===== src/rtl/xs3_serial_adder.sv =====
// ---------------------------------------------------------------------------
// xs3_serial_adder
//
// Digit-serial excess-3 adder. One pair of XS-3 digits is accepted per input
// handshake, least-significant digit first; one XS-3 sum digit is produced per
// output beat, one cycle after acceptance. The decimal carry is held between
// digits of a number and discarded after the in_last digit.
//
// Optional feature (macro XS3_CARRY_DIGIT_EN): a final digit that produces a
// carry is followed by an extra output digit "1" (4'b0100). err/ovf move to
// that extra beat and input is stalled until it has been taken.
//
// Handshake: a transfer happens on a rising clk edge where valid && ready are
// both high. Producers hold their fields stable while valid && !ready.
//
// Ports:
//   clk, rst_n           clock, asynchronous active-low reset
//   in_valid/in_ready    input digit-pair handshake
//   in_a, in_b           operand digits (XS-3)
//   in_last              pair is the most-significant digit of the number
//   out_valid/out_ready  output digit handshake
//   out_sum              sum digit (XS-3)
//   out_last             final digit of the number
//   out_carry            decimal carry out of the final digit (with out_last)
//   err                  invalid XS-3 code seen in this number (with out_last)
//   ovf                  number longer than NDIG digits (with out_last)
// ---------------------------------------------------------------------------
module xs3_serial_adder #(
    parameter int NDIG = 4
) (
    input  logic       clk,
    input  logic       rst_n,
    input  logic       in_valid,
    output logic       in_ready,
    input  logic [3:0] in_a,
    input  logic [3:0] in_b,
    input  logic       in_last,
    output logic       out_valid,
    input  logic       out_ready,
    output logic [3:0] out_sum,
    output logic       out_last,
    output logic       out_carry,
    output logic       err,
    output logic       ovf
);

    localparam int CW = $clog2(NDIG + 2);

    typedef enum logic [1:0] {
        IDLE = 2'd0,
        RUN  = 2'd1,
        CDIG = 2'd2
    } state_t;

    state_t         state_q, state_d;
    logic           out_valid_q, out_valid_d;
    logic [3:0]     out_sum_q, out_sum_d;
    logic           out_last_q, out_last_d;
    logic           out_carry_q, out_carry_d;
    logic           err_q, err_d;
    logic           ovf_q, ovf_d;
    logic           carry_q, carry_d;
    logic [CW-1:0]  cnt_q, cnt_d;
    logic           sticky_q, sticky_d;
`ifdef XS3_CARRY_DIGIT_EN
    // err/ovf of a carrying number, parked until the extra digit is emitted.
    logic           pend_err_q, pend_err_d;
    logic           pend_ovf_q, pend_ovf_d;
`endif

    logic [4:0]     t;
    logic           cout;
    logic [3:0]     sum;
    logic [CW-1:0]  cnt_inc;
    logic           num_ovf;
    logic           cur_err;
    logic           acc;

    function automatic logic bad_code(input logic [3:0] c);
        return (c < 4'd3) || (c > 4'd12);
    endfunction

    assign in_ready  = (state_q != CDIG) && (!out_valid_q || out_ready);
    assign acc       = in_valid && in_ready;
    assign out_valid = out_valid_q;
    assign out_sum   = out_sum_q;
    assign out_last  = out_last_q;
    assign out_carry = out_carry_q;
    assign err       = err_q;
    assign ovf       = ovf_q;

    always_comb begin
        // Raw binary sum of two XS-3 codes carries an excess of 6; correct by
        // -3 when no decimal carry, or +3 (after dropping 16) when carrying.
        t       = {1'b0, in_a} + {1'b0, in_b} + 5'(carry_q);
        cout    = t[4];
        sum     = cout ? (t[3:0] + 4'd3) : (t[3:0] - 4'd3);
        cnt_inc = (cnt_q == CW'(NDIG + 1)) ? cnt_q : (cnt_q + CW'(1));
        num_ovf = (cnt_inc > CW'(NDIG));
        cur_err = bad_code(in_a) || bad_code(in_b);

        state_d     = state_q;
        out_valid_d = out_valid_q;
        out_sum_d   = out_sum_q;
        out_last_d  = out_last_q;
        out_carry_d = out_carry_q;
        err_d       = err_q;
        ovf_d       = ovf_q;
        carry_d     = carry_q;
        cnt_d       = cnt_q;
        sticky_d    = sticky_q;
`ifdef XS3_CARRY_DIGIT_EN
        pend_err_d  = pend_err_q;
        pend_ovf_d  = pend_ovf_q;
`endif

        if (state_q == CDIG) begin
`ifdef XS3_CARRY_DIGIT_EN
            if (out_valid_q && out_ready) begin
                if (out_last_q) begin
                    // Extra digit taken: number complete.
                    out_valid_d = 1'b0;
                    state_d     = IDLE;
                end else begin
                    // Carrying digit taken: present the extra "1" digit.
                    out_valid_d = 1'b1;
                    out_sum_d   = 4'b0100;
                    out_last_d  = 1'b1;
                    out_carry_d = 1'b0;
                    err_d       = pend_err_q;
                    ovf_d       = pend_ovf_q;
                end
            end
`endif
        end else if (acc) begin
            out_valid_d = 1'b1;
            out_sum_d   = sum;
            out_last_d  = in_last;
            out_carry_d = in_last && cout;
            err_d       = in_last && (sticky_q || cur_err);
            ovf_d       = in_last && num_ovf;
            if (in_last) begin
                carry_d  = 1'b0;
                cnt_d    = '0;
                sticky_d = 1'b0;
                state_d  = IDLE;
`ifdef XS3_CARRY_DIGIT_EN
                if (cout) begin
                    out_last_d  = 1'b0;
                    out_carry_d = 1'b0;
                    err_d       = 1'b0;
                    ovf_d       = 1'b0;
                    pend_err_d  = sticky_q || cur_err;
                    pend_ovf_d  = num_ovf;
                    state_d     = CDIG;
                end
`endif
            end else begin
                carry_d  = cout;
                cnt_d    = cnt_inc;
                sticky_d = sticky_q || cur_err;
                state_d  = RUN;
            end
        end else if (out_valid_q && out_ready) begin
            out_valid_d = 1'b0;
        end
    end

    always_ff @(posedge clk or negedge rst_n) begin
        if (!rst_n) begin
            state_q     <= IDLE;
            out_valid_q <= 1'b0;
            out_sum_q   <= 4'b0011;
            out_last_q  <= 1'b0;
            out_carry_q <= 1'b0;
            err_q       <= 1'b0;
            ovf_q       <= 1'b0;
            carry_q     <= 1'b0;
            cnt_q       <= '0;
            sticky_q    <= 1'b0;
`ifdef XS3_CARRY_DIGIT_EN
            pend_err_q  <= 1'b0;
            pend_ovf_q  <= 1'b0;
`endif
        end else begin
            state_q     <= state_d;
            out_valid_q <= out_valid_d;
            out_sum_q   <= out_sum_d;
            out_last_q  <= out_last_d;
            out_carry_q <= out_carry_d;
            err_q       <= err_d;
            ovf_q       <= ovf_d;
            carry_q     <= carry_d;
            cnt_q       <= cnt_d;
            sticky_q    <= sticky_d;
`ifdef XS3_CARRY_DIGIT_EN
            pend_err_q  <= pend_err_d;
            pend_ovf_q  <= pend_ovf_d;
`endif
        end
    end

endmodule


===== config.mk =====
export PLATFORM = sky130hd
export DESIGN_NAME = xs3_serial_adder
export DESIGN_NICKNAME = d
export VERILOG_FILES = /design/src/rtl/xs3_serial_adder.sv
export SDC_FILE = /design/constraint.sdc
export NUM_CORES = 1
export LEC_CHECK = 0
export BUFFER_PORTS_ARGS = -buffer_cell sky130_fd_sc_hd__buf_2
export CORE_MARGIN = 5
export CORE_UTILIZATION = 46
export CTS_CLUSTER_DIAMETER = 40
export DETAILED_ROUTE_END_ITERATION = 10
export GPL_TIMING_DRIVEN = 0
export PLACE_DENSITY = 0.83
export SLEW_MARGIN = 5
export SYNTH_ARGS = -nofsm -noshare
export SYNTH_HDL_FRONTEND = slang
export SYNTH_SLANG_ARGS = --single-unit
export TNS_END_PERCENT = 10

===== constraint.sdc =====
create_clock -name clk -period 2.6 [get_ports clk]
set_input_delay 0.13 -clock clk [delete_from_list [all_inputs] [get_ports clk]]
set_output_delay 0.13 -clock clk [all_outputs]
set_load 0.02 [all_outputs]

==> results.md <==
* Worst r2r src: carry_q
* Outcome: complete, no violations
* Number of H-tree levels at 1
* Fmax at approximately 400 MHz
* Final period utilization at 96.7%
* Unrepaired setup endpoints after global routing: yes
* CTS clk-pin slew, worst paths at approximately 0.09 ns
* First-pass GRT wire length at approximately 2900 um
* Leading cell types by total area after synthesis: dfrtp_1 (34%), ha_1 (9.9%), fa_1 (6.8%), nand2_1 (6.4%), dfstp_2 (6.0%)
* CTS sink cnt at 14
* Final Wtd Congestion at between 0.8 and 0.9
* Area of the die at a little under 3000 sq um
* DR iter-0 viols at 5
* Largest stage delay, worst path at 0.41 ns
* Worst path slowest cell: dfrtp_1
* Final Max Slew Viols at 0
* Crit-path max FO at 2
* Place WS at -0.105 ns
* VDD IR-drop max at 0.333 mV
* Area of the core at between 1500 and 2000 sq um
* Worst reg2reg path depth at 13
* Syn Nets at between 100 and 150
* HPWL after DPL at between 1000 and 1500 um
* Setup violators final at 0
* Area growth from synthesis to layout at 25.0%
* Hold Crit Depth at 2
* Max-cap viol count at 0
* Top FF cell, synth: dfrtp_1
* Unique masters post-synth at 31
* Post-synth EDFFs at 0
* Final nets at between 100 and 150
* Die Ht at roughly 54 um
* Port Buf Inserts at 22
* Pin count of the biggest net entering global routing at 15
* Clk_lat worst skew at between 0.2 and 0.3 ns
* Actual slew at the worst max-slew pin at approximately 0.3 ns
* Top-area cell type share of the netlist area at approximately a third
* Critical Path Source Type: register
* CP Capture Type: register
* Die width at 53.8 um
* Post-synth top cells: nand2_1 (15), dfrtp_1 (12), ha_1 (7), inv_1 (7), o21ai_0 (5)
* Number of global-route vias before repair at between 700 and 800
* Placement Cell Area at 1020 sq um
* Overall Global Routing Usage at between 10% and 20%
* Hold WC Path Type: in -> reg
* Worst Min Path Start: in_valid
* Hold_ws at approximately 0.078 ns
* Drt first pass iters at 4
* Worst Hold End: out_valid
* Final setup margin at about 0.086 ns
* Post-DRT Antenna Nets at 0
* Starting Density at between 40% and 50%
* Share of cells above drive strength 1 at a little over a third
* Clock buffer depth at 2
* CP cell instances: fa_2 -> inv_2 -> fa_2 -> inv_2 -> a21o_1 -> a21oi_4 -> inv_2 -> ha_4 -> a21o_1 -> a21oi_2 -> xnor2_1 -> xnor2_1 -> o21ai_1
* Yosys warnings at 0
* Core Util, Final at between 60% and 70%
* Clk_skew at between 0.002 and 0.0025 ns
* PwrDens at roughly 670 nW/um^2
* Critical Path AT at 2.68 ns
* CTS tree: yes
* Ys async rst share at between 90% and 100%
* Most frequent cell after synthesis: nand2_1
* #FFs+latches synth at 14
* Cts bufs inserted at 3
* Global route total overflow at 0
* WL/cell at between 10 and 15 um
* Tmin final at roughly 2.5 ns
* Post-Syn Instances at 90
* CP required at roughly 2.8 ns
* DRC at 0
* Final hold viol count at 0
* Via count at between 700 and 800
* CP Class: reg -> reg
* IO Pins at 23
* Most frequent CP cell: inv_2
* Routed WL at roughly 1800 um
* Setup TNS at 0 ns
* # rows at 15
* R2R setup slack at roughly 0.086 ns
* Post-Syn Area at 881 sq um
* Post-route cell area at approximately 1100 sq um
* Initial antenna violation count at 0
* Vias per cell at between 5 and 6
* Root Driver: clkbuf_4
* Static leakage at around 0.55 nW
* Diodes inserted at 0
* Avg Cell Area, Syn at 9.79 sq um
* Worst R2R End: out_sum[3]
* Worst slew margin at between 70% and 80%
* Synth area leader: dfrtp_1
* Sequential share of the synthesized area at between 40% and 50%
==> flip-flops by register name (all words and copies together), names as in the netlist <==
name	flops
out_sum	4
cnt_q	3
carry_q	1
err	1
out_carry	1
out_last	1
out_valid	1
ovf	1
sticky_q	1
==> kinds of logic (layout without fill, tap and decap cells) <==
| family | after synthesis | in the layout | share of synthesized area, % |
|---|---|---|---|
| xor+xnor | 4 | 4 | 3.98 |
| flops | 14 | 14 | 40.1 |
| fa+ha+maj | 10 | 10 | 16.8 |
| compound gates | 27 | 27 | 20.7 |
| simple gates | 26 | 26 | 14.5 |
| buf+inv | 9 | 37 | 3.98 |
==> worst max path at each step <==
stage	to	cells after the start	start	slack (ns)
3_3_place_gp	out_sum[3]	13	carry_q	-0.07
6_report	out_sum[3]	13	carry_q	0.09
3_5_place_dp	out_sum[3]	13	carry_q	-0.11
5_1_grt	out_sum[3]	12	carry_q	-0.06
4_1_cts	out_sum[3]	13	carry_q	0.01
2_1_floorplan	out_sum[3]	13	carry_q	0.08
==> repair_timing <==
action | in CTS | in global routing
gates resized for setup | 1 | 5
endpoints found under the setup margin | 1 | 1
hold endpoints to repair | 12 | 0
pin swaps | 1 | 9
hold buffers | 1 | 0
setup buffers | 1 | 0
==> cell type report <==
cell class / instances / area [sq um]
Tap cell: 25 / 31.3
Sequential cell: 14 / 353
Fill cell: 152 / 682
Multi-Input combinational cell: 67 / 518
Inverter: 8 / 30.0
Buffer: 1 / 5.00
Clock buffer: 4 / 36.3
Timing Repair Buffer: 24 / 128
==> worst max-delay path, delay by kind of cell, from the launching register on <==
kind                       cells  cell delay [ns]
buffers and inverters          3             0.17
DFF                            1             0.41
AOI/OAI and AO/OA              5             0.74
xor gates and xnor gates       2             0.28
adders and majority gates      3             0.79
==> power by group <==
group / switching (mW) / internal [mW] / total (mW)
Sequential: 0.0305 / 0.269 / 0.299
Clock: 0.0707 / 0.0851 / 0.156
Combinational: 0.162 / 0.120 / 0.282
==> routing by layer <==
layer	vias up	track usage (%)	wire length [um]
li1	365	-	-
met1	355	15.3	727
met2	14	24.6	933
met3	2	1.66	70
met4	0	7.66	19
met5	-	0	0
==> metrics by stage <==
stage	total power [mW]	std cells
floorplan	0.487	90
global placement	0.559	137
detailed placement	0.572	137
CTS	0.731	143
global route	0.791	143
finish	0.738	143
==> cell usage in the layout, fill, tap and decap left out, types with 4 or more instances in the layout <==
master   Yosys  routed
o21ai_0      5       5
nand2_1     15      15
inv_1        7       5
o21ai_1      4       4
ha_1         7       6
dfrtp_1     12      12
buf_2        1      23
Power figures use the tool's default switching activity.
